==> config.mk <==
export PLATFORM = sky130hd
export DESIGN_NAME = rdc_window_seq
export DESIGN_NICKNAME = d
export VERILOG_FILES = /design/src/rtl/rdc_pkg.sv /design/src/rtl/rdc_raster_cnt.sv /design/src/rtl/rdc_window_seq.sv
export SDC_FILE = /design/constraint.sdc
export NUM_CORES = 1
export LEC_CHECK = 0
export BUFFER_PORTS_ARGS = -buffer_cell sky130_fd_sc_hd__buf_2
export CORE_ASPECT_RATIO = 1.4
export CORE_MARGIN = 2
export CORE_UTILIZATION = 51
export DETAILED_ROUTE_END_ITERATION = 12
export PLACE_DENSITY = 0.74
export SYNTH_ARGS = -nofsm -noshare
export SYNTH_HDL_FRONTEND = slang
export SYNTH_SLANG_ARGS = --single-unit
export TNS_END_PERCENT = 20
==> constraint.sdc <==
create_clock -name clock -period 2.2 [get_ports clock]
set_clock_uncertainty 0.2 [all_clocks]
set_input_delay 0.66 -clock clock [delete_from_list [all_inputs] [get_ports clock]]
set_output_delay 0.66 -clock clock [all_outputs]
set_load 0.005 [all_outputs]
==> src/rtl/rdc_pkg.sv <==
// Shared definitions for the window sequencer.
//   state_t : sequencer FSM encoding (IDLE, RUN, DRAIN, DONE)
//   clog2   : ceil(log2(v)), used for the derived counter widths
package rdc_pkg;

  typedef enum logic [1:0] {
    IDLE  = 2'd0,
    RUN   = 2'd1,
    DRAIN = 2'd2,
    DONE  = 2'd3
  } state_t;

  function automatic int unsigned clog2(input int unsigned v);
    int unsigned r;
    int unsigned p;
    r = 0;
    p = 1;
    while (p < v) begin
      p = p << 1;
      r = r + 1;
    end
    return r;
  endfunction

endpackage

==> src/rtl/rdc_raster_cnt.sv <==
// Raster coordinate counter for one window.
//   clock, n_rst : rising-edge clock, asynchronous active-low reset
//   inc          : advance one position in raster order
//   clr          : synchronous return to (0,0); wins over inc
//   vcnt, hcnt   : current row / column
//   last         : current position is the final one of the window
module rdc_raster_cnt
  import rdc_pkg::*;
#(
  parameter int unsigned W_HEIGHT = 16,
  parameter int unsigned W_WIDTH  = 16,
  localparam int unsigned V_BITW  = clog2(W_HEIGHT),
  localparam int unsigned H_BITW  = clog2(W_WIDTH)
) (
  input  logic              clock,
  input  logic              n_rst,
  input  logic              inc,
  input  logic              clr,
  output logic [V_BITW-1:0] vcnt,
  output logic [H_BITW-1:0] hcnt,
  output logic              last
);

  localparam logic [V_BITW-1:0] V_LAST = V_BITW'(W_HEIGHT - 1);
  localparam logic [H_BITW-1:0] H_LAST = H_BITW'(W_WIDTH - 1);

  logic h_wrap;
  logic v_wrap;

  assign h_wrap = (hcnt == H_LAST);
  assign v_wrap = (vcnt == V_LAST);
  assign last   = h_wrap & v_wrap;

  always_ff @(posedge clock or negedge n_rst) begin
    if (!n_rst) begin
      vcnt <= '0;
      hcnt <= '0;
    end else if (clr) begin
      vcnt <= '0;
      hcnt <= '0;
    end else if (inc) begin
      if (h_wrap) begin
        hcnt <= '0;
        vcnt <= v_wrap ? '0 : vcnt + V_BITW'(1);
      end else begin
        hcnt <= hcnt + H_BITW'(1);
      end
    end
  end

endmodule

==> src/rtl/rdc_window_seq.sv <==
// Window sequencer: accepts W_HEIGHT*W_WIDTH pixels in raster order, then
// injects pad beats to drain the network until the network has produced
// W_HEIGHT*W_WIDTH outputs.
//   clock, n_rst    : rising-edge clock, asynchronous active-low reset
//   start           : one-cycle request to process one window (IDLE only)
//   src_valid       : upstream pixel available
//   src_ready       : pixel accepted this cycle (state RUN)
//   net_enable      : registered network input enable
//   net_pad         : current beat is a pad pixel
//   net_vcnt/hcnt   : window-local coordinates of the current beat
//   net_out_enable  : network output enable, counted in RUN/DRAIN
//   busy, done, err : not-IDLE, one-cycle completion, sticky flush timeout
// Build option: define RDC_SEQ_TIMEOUT_EN to abort DRAIN after FLUSH_MAX
// pad beats with err set; otherwise err is 0 and DRAIN waits indefinitely.
module rdc_window_seq
  import rdc_pkg::*;
#(
  parameter int unsigned W_HEIGHT  = 16,
  parameter int unsigned W_WIDTH   = 16,
  parameter int unsigned FLUSH_MAX = 256,
  localparam int unsigned V_BITW   = clog2(W_HEIGHT),
  localparam int unsigned H_BITW   = clog2(W_WIDTH),
  localparam int unsigned N_BITW   = clog2(W_HEIGHT * W_WIDTH + 1),
  localparam int unsigned F_BITW   = clog2(FLUSH_MAX + 1)
) (
  input  logic              clock,
  input  logic              n_rst,
  input  logic              start,
  input  logic              src_valid,
  output logic              src_ready,
  output logic              net_enable,
  output logic              net_pad,
  output logic [V_BITW-1:0] net_vcnt,
  output logic [H_BITW-1:0] net_hcnt,
  input  logic              net_out_enable,
  output logic              busy,
  output logic              done,
  output logic              err
);

  localparam logic [N_BITW-1:0] N_CNT = N_BITW'(W_HEIGHT * W_WIDTH);
  localparam logic [F_BITW-1:0] F_MAX = F_BITW'(FLUSH_MAX);

  state_t              state;
  state_t              state_nx;
  logic                xfer;
  logic                pad_issue;
  logic                beat;
  logic                timeout;
  logic [V_BITW-1:0]   vcnt;
  logic [H_BITW-1:0]   hcnt;
  logic                last;
  logic [N_BITW-1:0]   out_cnt;
  logic [F_BITW-1:0]   pad_cnt;

  assign src_ready = (state == RUN);
  assign busy      = (state != IDLE);
  assign done      = (state == DONE);
  assign xfer      = src_valid & src_ready;
  assign beat      = xfer | pad_issue;

`ifdef RDC_SEQ_TIMEOUT_EN
  assign timeout = (pad_cnt == F_MAX);
`else
  assign timeout = 1'b0;
`endif

  // The raster position after N-1 transfers is the last one, so the
  // coordinate counter doubles as the input transfer count.
  rdc_raster_cnt #(
    .W_HEIGHT (W_HEIGHT),
    .W_WIDTH  (W_WIDTH)
  ) u_raster (
    .clock (clock),
    .n_rst (n_rst),
    .inc   (beat),
    .clr   (state == DONE),
    .vcnt  (vcnt),
    .hcnt  (hcnt),
    .last  (last)
  );

  always_comb begin
    state_nx  = state;
    pad_issue = 1'b0;
    case (state)
      IDLE:    if (start) state_nx = RUN;
      RUN:     if (xfer && last) state_nx = DRAIN;
      DRAIN: begin
        if ((out_cnt == N_CNT) || timeout) state_nx = DONE;
        else                               pad_issue = 1'b1;
      end
      DONE:    state_nx = IDLE;
      default: state_nx = IDLE;
    endcase
  end

  always_ff @(posedge clock or negedge n_rst) begin
    if (!n_rst) begin
      state      <= IDLE;
      net_enable <= 1'b0;
      net_pad    <= 1'b0;
      net_vcnt   <= '0;
      net_hcnt   <= '0;
      out_cnt    <= '0;
      pad_cnt    <= '0;
    end else begin
      state      <= state_nx;
      net_enable <= beat;
      net_pad    <= pad_issue;

      if (beat) begin
        net_vcnt <= vcnt;
        net_hcnt <= hcnt;
      end else if (state == DONE) begin
        net_vcnt <= '0;
        net_hcnt <= '0;
      end

      if (state == DONE)
        out_cnt <= '0;
      else if ((state == RUN || state == DRAIN) && net_out_enable && (out_cnt != N_CNT))
        out_cnt <= out_cnt + N_BITW'(1);

      // Saturates at FLUSH_MAX so an unbounded drain cannot wrap it.
      if (state == DONE)
        pad_cnt <= '0;
      else if (pad_issue && (pad_cnt != F_MAX))
        pad_cnt <= pad_cnt + F_BITW'(1);
    end
  end

`ifdef RDC_SEQ_TIMEOUT_EN
  always_ff @(posedge clock or negedge n_rst) begin
    if (!n_rst)
      err <= 1'b0;
    else if (state == DRAIN && timeout)
      err <= 1'b1;
  end
`else
  assign err = 1'b0;
`endif

endmodule

; Word-level counts from Yosys, hierarchy flattened
; Index checks and enable logic that the tools add are counted.
[word_totals]
register_bits = 29
input_bits = 5
output_inout_bits = 14
wordCells = 53
[op_classes]
add_sub_neg = 3
eq_ne = 10
mux = 18
n_bitwise = 3
n_reduce_logical = 11
[op_table]
columns = op, n
row1 = 2-to-1 mux 4 bit, 10
row2 = 2-to-1 mux 9 bit, 2
row3 = adder 9 x 1 -> 9 bit (second input constant), 1
row4 = == test 9 bit (second input constant), 1
row5 = != test 9 bit (second input constant), 1
row6 = adder 4 x 1 -> 4 bit (second input constant), 2
row7 = == test 4 bit (second input constant), 2
row8 = case mux 2 bit (4 select lines), 1
row9 = nonzero test 2 bit, 4
row10 = 2-to-1 mux 2 bit, 3
row11 = == test 2 bit (second input constant), 2
row12 = != test 2 bit (second input constant), 2
row13 = logical AND 1 bit, 3
row14 = AND reduction 3 bit, 1
row15 = AND 1 bit, 2
row16 = == test 2 x 1 -> 1 bit (second input constant), 1
row17 = zero test 2 bit, 1
row18 = 2-to-1 mux 1 bit, 2
row19 = != test 2 x 1 -> 1 bit (second input constant), 1
row20 = AND reduction 2 bit, 1
row21 = logical OR 1 bit, 1
row22 = bitwise OR 1 bit, 1

; Depth between registers and ports, before layout
[depth]
ltp_word = 6
depth_mapped = 8
mapped_depth_nobuf = 7

; By module
; From an unflattened synthesis, not the netlist that was laid out.
[unflattened]
cells_unflattened = 141
hier_area_um2 = 1565.3
[modules_own_cells]
columns = mod, n_inst, cells_per_inst, area_per_inst_um2, seq_area_each_um2
row1 = rdc_window_seq, 1, 94, 1121.1, 525.5
row2 = rdc_raster_cnt, 1, 47, 444.2, 200.2

; Worst setup path after synthesis
; OpenSTA, ideal clock, no wires.
[synth_path]
path_type = register to register
from = register out_cnt[2]
to = register state[1]
setup_ns = 0.128
t_arrival_ns = 1.810
t_required_ns = 1.872
slack_ns = 0.062
stages_incl_launch_ff = 6
n_path_buf = 0
synth_period_minus_slack_ns = 2.138
path_cell_list = dfrtp_1 > or4_4 > o21ai_4 > inv_2 > a221o_1 > mux2_1
[synth_between]
elab_chain_cells = 3
[synth_lines]
columns = item, line_no
row1 = start: declaration, rdc_window_seq.sv:53  ; logic [N_BITW-1:0] out_cnt;
row2 = start signal: assignment, rdc_window_seq.sv:123  ; out_cnt <= out_cnt + N_BITW'(1);
row3 = == test 9 bit, rdc_window_seq.sv:90  ; if ((out_cnt == N_CNT) || timeout) state_nx = DONE;
row4 = != test 2 bit (no source line), --
row5 = AND reduction 3 bit (no source line), --
row6 = end signal: assignment, rdc_window_seq.sv:108  ; state <= state_nx;
row7 = end: declaration, rdc_window_seq.sv:44  ; state_t state;
; Every way passes these cells.
; A chain may end at the register's enable or synchronous reset.

; Final worst setup path
; Same ends and word-level chain as after synthesis.

==> out/results.tsv <==
metric	value	unit
Slowest cell on crit path	or4_4	
Synth Register Bits	29	
worst skew pair latency	280	ps
Post-synth ARST share	100	%
r2r setup slk	80	ps
first-pass GRT wire length	5.40	mm
clock power share	23.5	%
Avg Inst Size Synth	9.33	um^2
# setup viols final	0	
Final GP Congestion	0.847	
initial core utilization	53.8	%
Setup Total Neg Slack	0	ps
die area	0.00350	mm^2
die height	69.2	um
RR Endpoint	state[1]	
final WL	3.15	mm
Net Sw Frac	33.4	%
EDFF count, synth	0	
Final Hold Fails	0	
Ys Warns	0	
startpoint types	register	
drt pass-1 iters	5	
CTS tree	yes	
CTS max path bufs	2	
final instance area	0.00181	mm^2
clk root buf	clkbuf_8	
# diodes	0	
hold slack	202	ps
total grt overflow	0	
worst r2r path cells	5	
pwr dens	968	mW/mm^2
Comb power frac	29.9	%
Synth area leader	dfrtp_1	
Worst VDD drop	740	uV
Hold Crit Class	in2async	
residual DRC count	0	
post-CTS resize count	0	
number of global-route vias before repair	1264	
pre-CTS setup slack	76.0	ps
Period minus WS final	2120	ps
pin count of the biggest net entering global routing	30	
post-synthesis cell count	166	
critical path type	reg2reg	
CTS H-Tree Depth	2	
Layout area overhead	16.7	%
P_sw	0.000585	W
CP Launch Point	out_cnt[2]	
critical path cell sequence	or4_4, o21ai_4, inv_2, a221o_1, mux2_1	
clk slew on worst S/H paths	60	ps
delay of the slowest cell on the worst path	560	ps
MaxCap Viol Count	0	
Leak	0.869	nW
worst-margin pin slew	642	ps
predominant post-synthesis flop cell	dfrtp_1	
core region area	0.00288	mm^2
post-DR wirelength/cell	13.6	um
r2r startpoint	out_cnt[2]	
cell-internal power	0.00116	W
Detail Route Antenna Nets	0	
Synth area leaders	dfrtp_1, ha_1, o21ai_0, nand2_1, nand3_1	
I/O Buffers	17	
Mapped Area	0.00155	mm^2
fin crit share	96.2	%
CP Max Fanout	11	
# nets final	207	
CTS Sinks	29	
Iter 0 DRT Violations	17	
Seq pwr share	46.6	%
status	complete, no violations	
layout cells sized above 1	20.1	%
Slew Limit Fails	0	
IO Count	19	
area post-placement	0.00170	mm^2
CP endpoint	state[1]	
WP data required	2170	ps
via/cell ratio	5.54	
Power Total	0.00175	W
Mapped Nets	180	
CTS Buf Count	5	
slew margin rel.	57.2	%
fmax	472	MHz
Total GRT Usage	20.2	%
CP Data Arrival Time	2080	ps
die width	50.6	um
register area share after synthesis	46.8	%
hpwl dp	2.29	mm
FP Rows	23	
Crit. End Element	register	
Layout fillers	257	
post-synth cell types	37	
hold buffers post-CTS	0	
top cell type's share of synthesized area	46.8	%
initial antenna violation count	0	
setup ws final	83.4	ps
via count	1279	
==> power by group through the flow <==
stage	Sequential, W	Combinational (W)	Clock, W
2_1_floorplan	0.000816	0.000326	0
3_3_place_gp	0.000809	0.000500	0
3_5_place_dp	0.000823	0.000509	0
4_1_cts	0.000815	0.000513	0.000420
5_1_grt	0.000836	0.000605	0.000442
6_report	0.000815	0.000524	0.000410
==> metal layers <==
layer	track usage (%)	vias up	routed length, um
li1	-	628	-
met2	35.8	30	1730
met1	21.6	614	1240
met3	5.82	7	124
met5	0	-	0
met4	9.01	0	61
==> state kept, by name, summed over array words and instances (netlist names) <==
signal,cells
state,2
net_vcnt,4
u_raster.vcnt,4
net_hcnt,4
u_raster.hcnt,4
out_cnt,9
net_enable,1
net_pad,1
==> worst max-delay path: cells and delay by family, from the launching register on <==
family | cells | cell delay [ps]
flip-flops | 1 | 390
buffers and inverters | 1 | 100
multiplexers | 1 | 320
AO/OA/AOI/OAI | 2 | 450
AND/OR/NAND/NOR | 1 | 560
==> per-stage QoR <==
stage	util (%)	std cells
finish	62.8	231
global route	62.8	231
CTS	62.0	228
detailed placement	59.2	220
global placement	59.2	220
floorplan	-	166
==> worst min-delay path by stage <==
stage                   to  cells after the start         from
6_report       net_hcnt[0]                      1        n_rst
5_1_grt        net_hcnt[0]                      1        n_rst
4_1_cts        net_vcnt[0]                      1        n_rst
3_5_place_dp   net_vcnt[3]                      2  net_vcnt[3]
3_3_place_gp   net_vcnt[2]                      2  net_vcnt[2]
2_1_floorplan   net_enable                      0        n_rst
==> final cells by class <==
cell class	instances	area (um^2)	share of cell area [%]
Inverter	11	41.3	2.28
Timing Repair Buffer	27	160	8.86
Clock inverter	2	10.0	0.554
Sequential cell	29	726	40.1
Tap cell	37	46.3	2.56
Clock buffer	6	72.6	4.01
Multi-Input combinational cell	119	752	41.6
==> cell usage after synthesis (3+ instances only) <==
cell type and number:
nand3_1 11, ha_1 9, o211ai_1 4, dfrtp_1 29
nor4_1 3, nand2_1 16, xnor2_1 5, and3_1 3
clkbuf_1 6, o21ai_0 21, inv_1 9, nor2_1 12
a21oi_1 8
==> placed cells by master, fill, tap and decap left out, types with 2 or more instances in the layout <==
| master | Yosys | routed |
|---|---|---|
| and3_1 | 3 | 3 |
| mux2_2 | 2 | 2 |
| dfrtp_1 | 29 | 29 |
| a21oi_1 | 8 | 8 |
| o21ai_0 | 21 | 21 |
| inv_1 | 9 | 9 |
| xnor2_1 | 5 | 5 |
| and2_1 | 2 | 2 |
| mux2i_1 | 2 | 2 |
| o21ai_1 | 2 | 2 |
| nor4_1 | 3 | 3 |
| clkinv_2 | 0 | 2 |
| nand2_1 | 16 | 16 |
| o211ai_1 | 4 | 4 |
| nor3_1 | 2 | 2 |
| nor2_1 | 12 | 12 |
| nor2b_1 | 2 | 2 |
| buf_2 | 0 | 17 |
| nand3_1 | 11 | 11 |
| clkbuf_8 | 0 | 5 |
| ha_1 | 9 | 9 |
| buf_4 | 1 | 10 |
==> timing repair <==
item	CTS	global route
hold endpoints to repair	0	0
endpoints found under the setup margin	0	1
setup buffers	0	3
==> cells by family after synthesis <==
group	share of synthesized area [%]
buffers and inverters	4.60
adders and majority gates	7.27
and+or+nand+nor	18.3
other	0.242
DFF	46.9
xor gates and xnor gates	3.39
AOI/OAI and AO/OA	15.8
muxes	3.47
(Power assumes the default switching activity.)
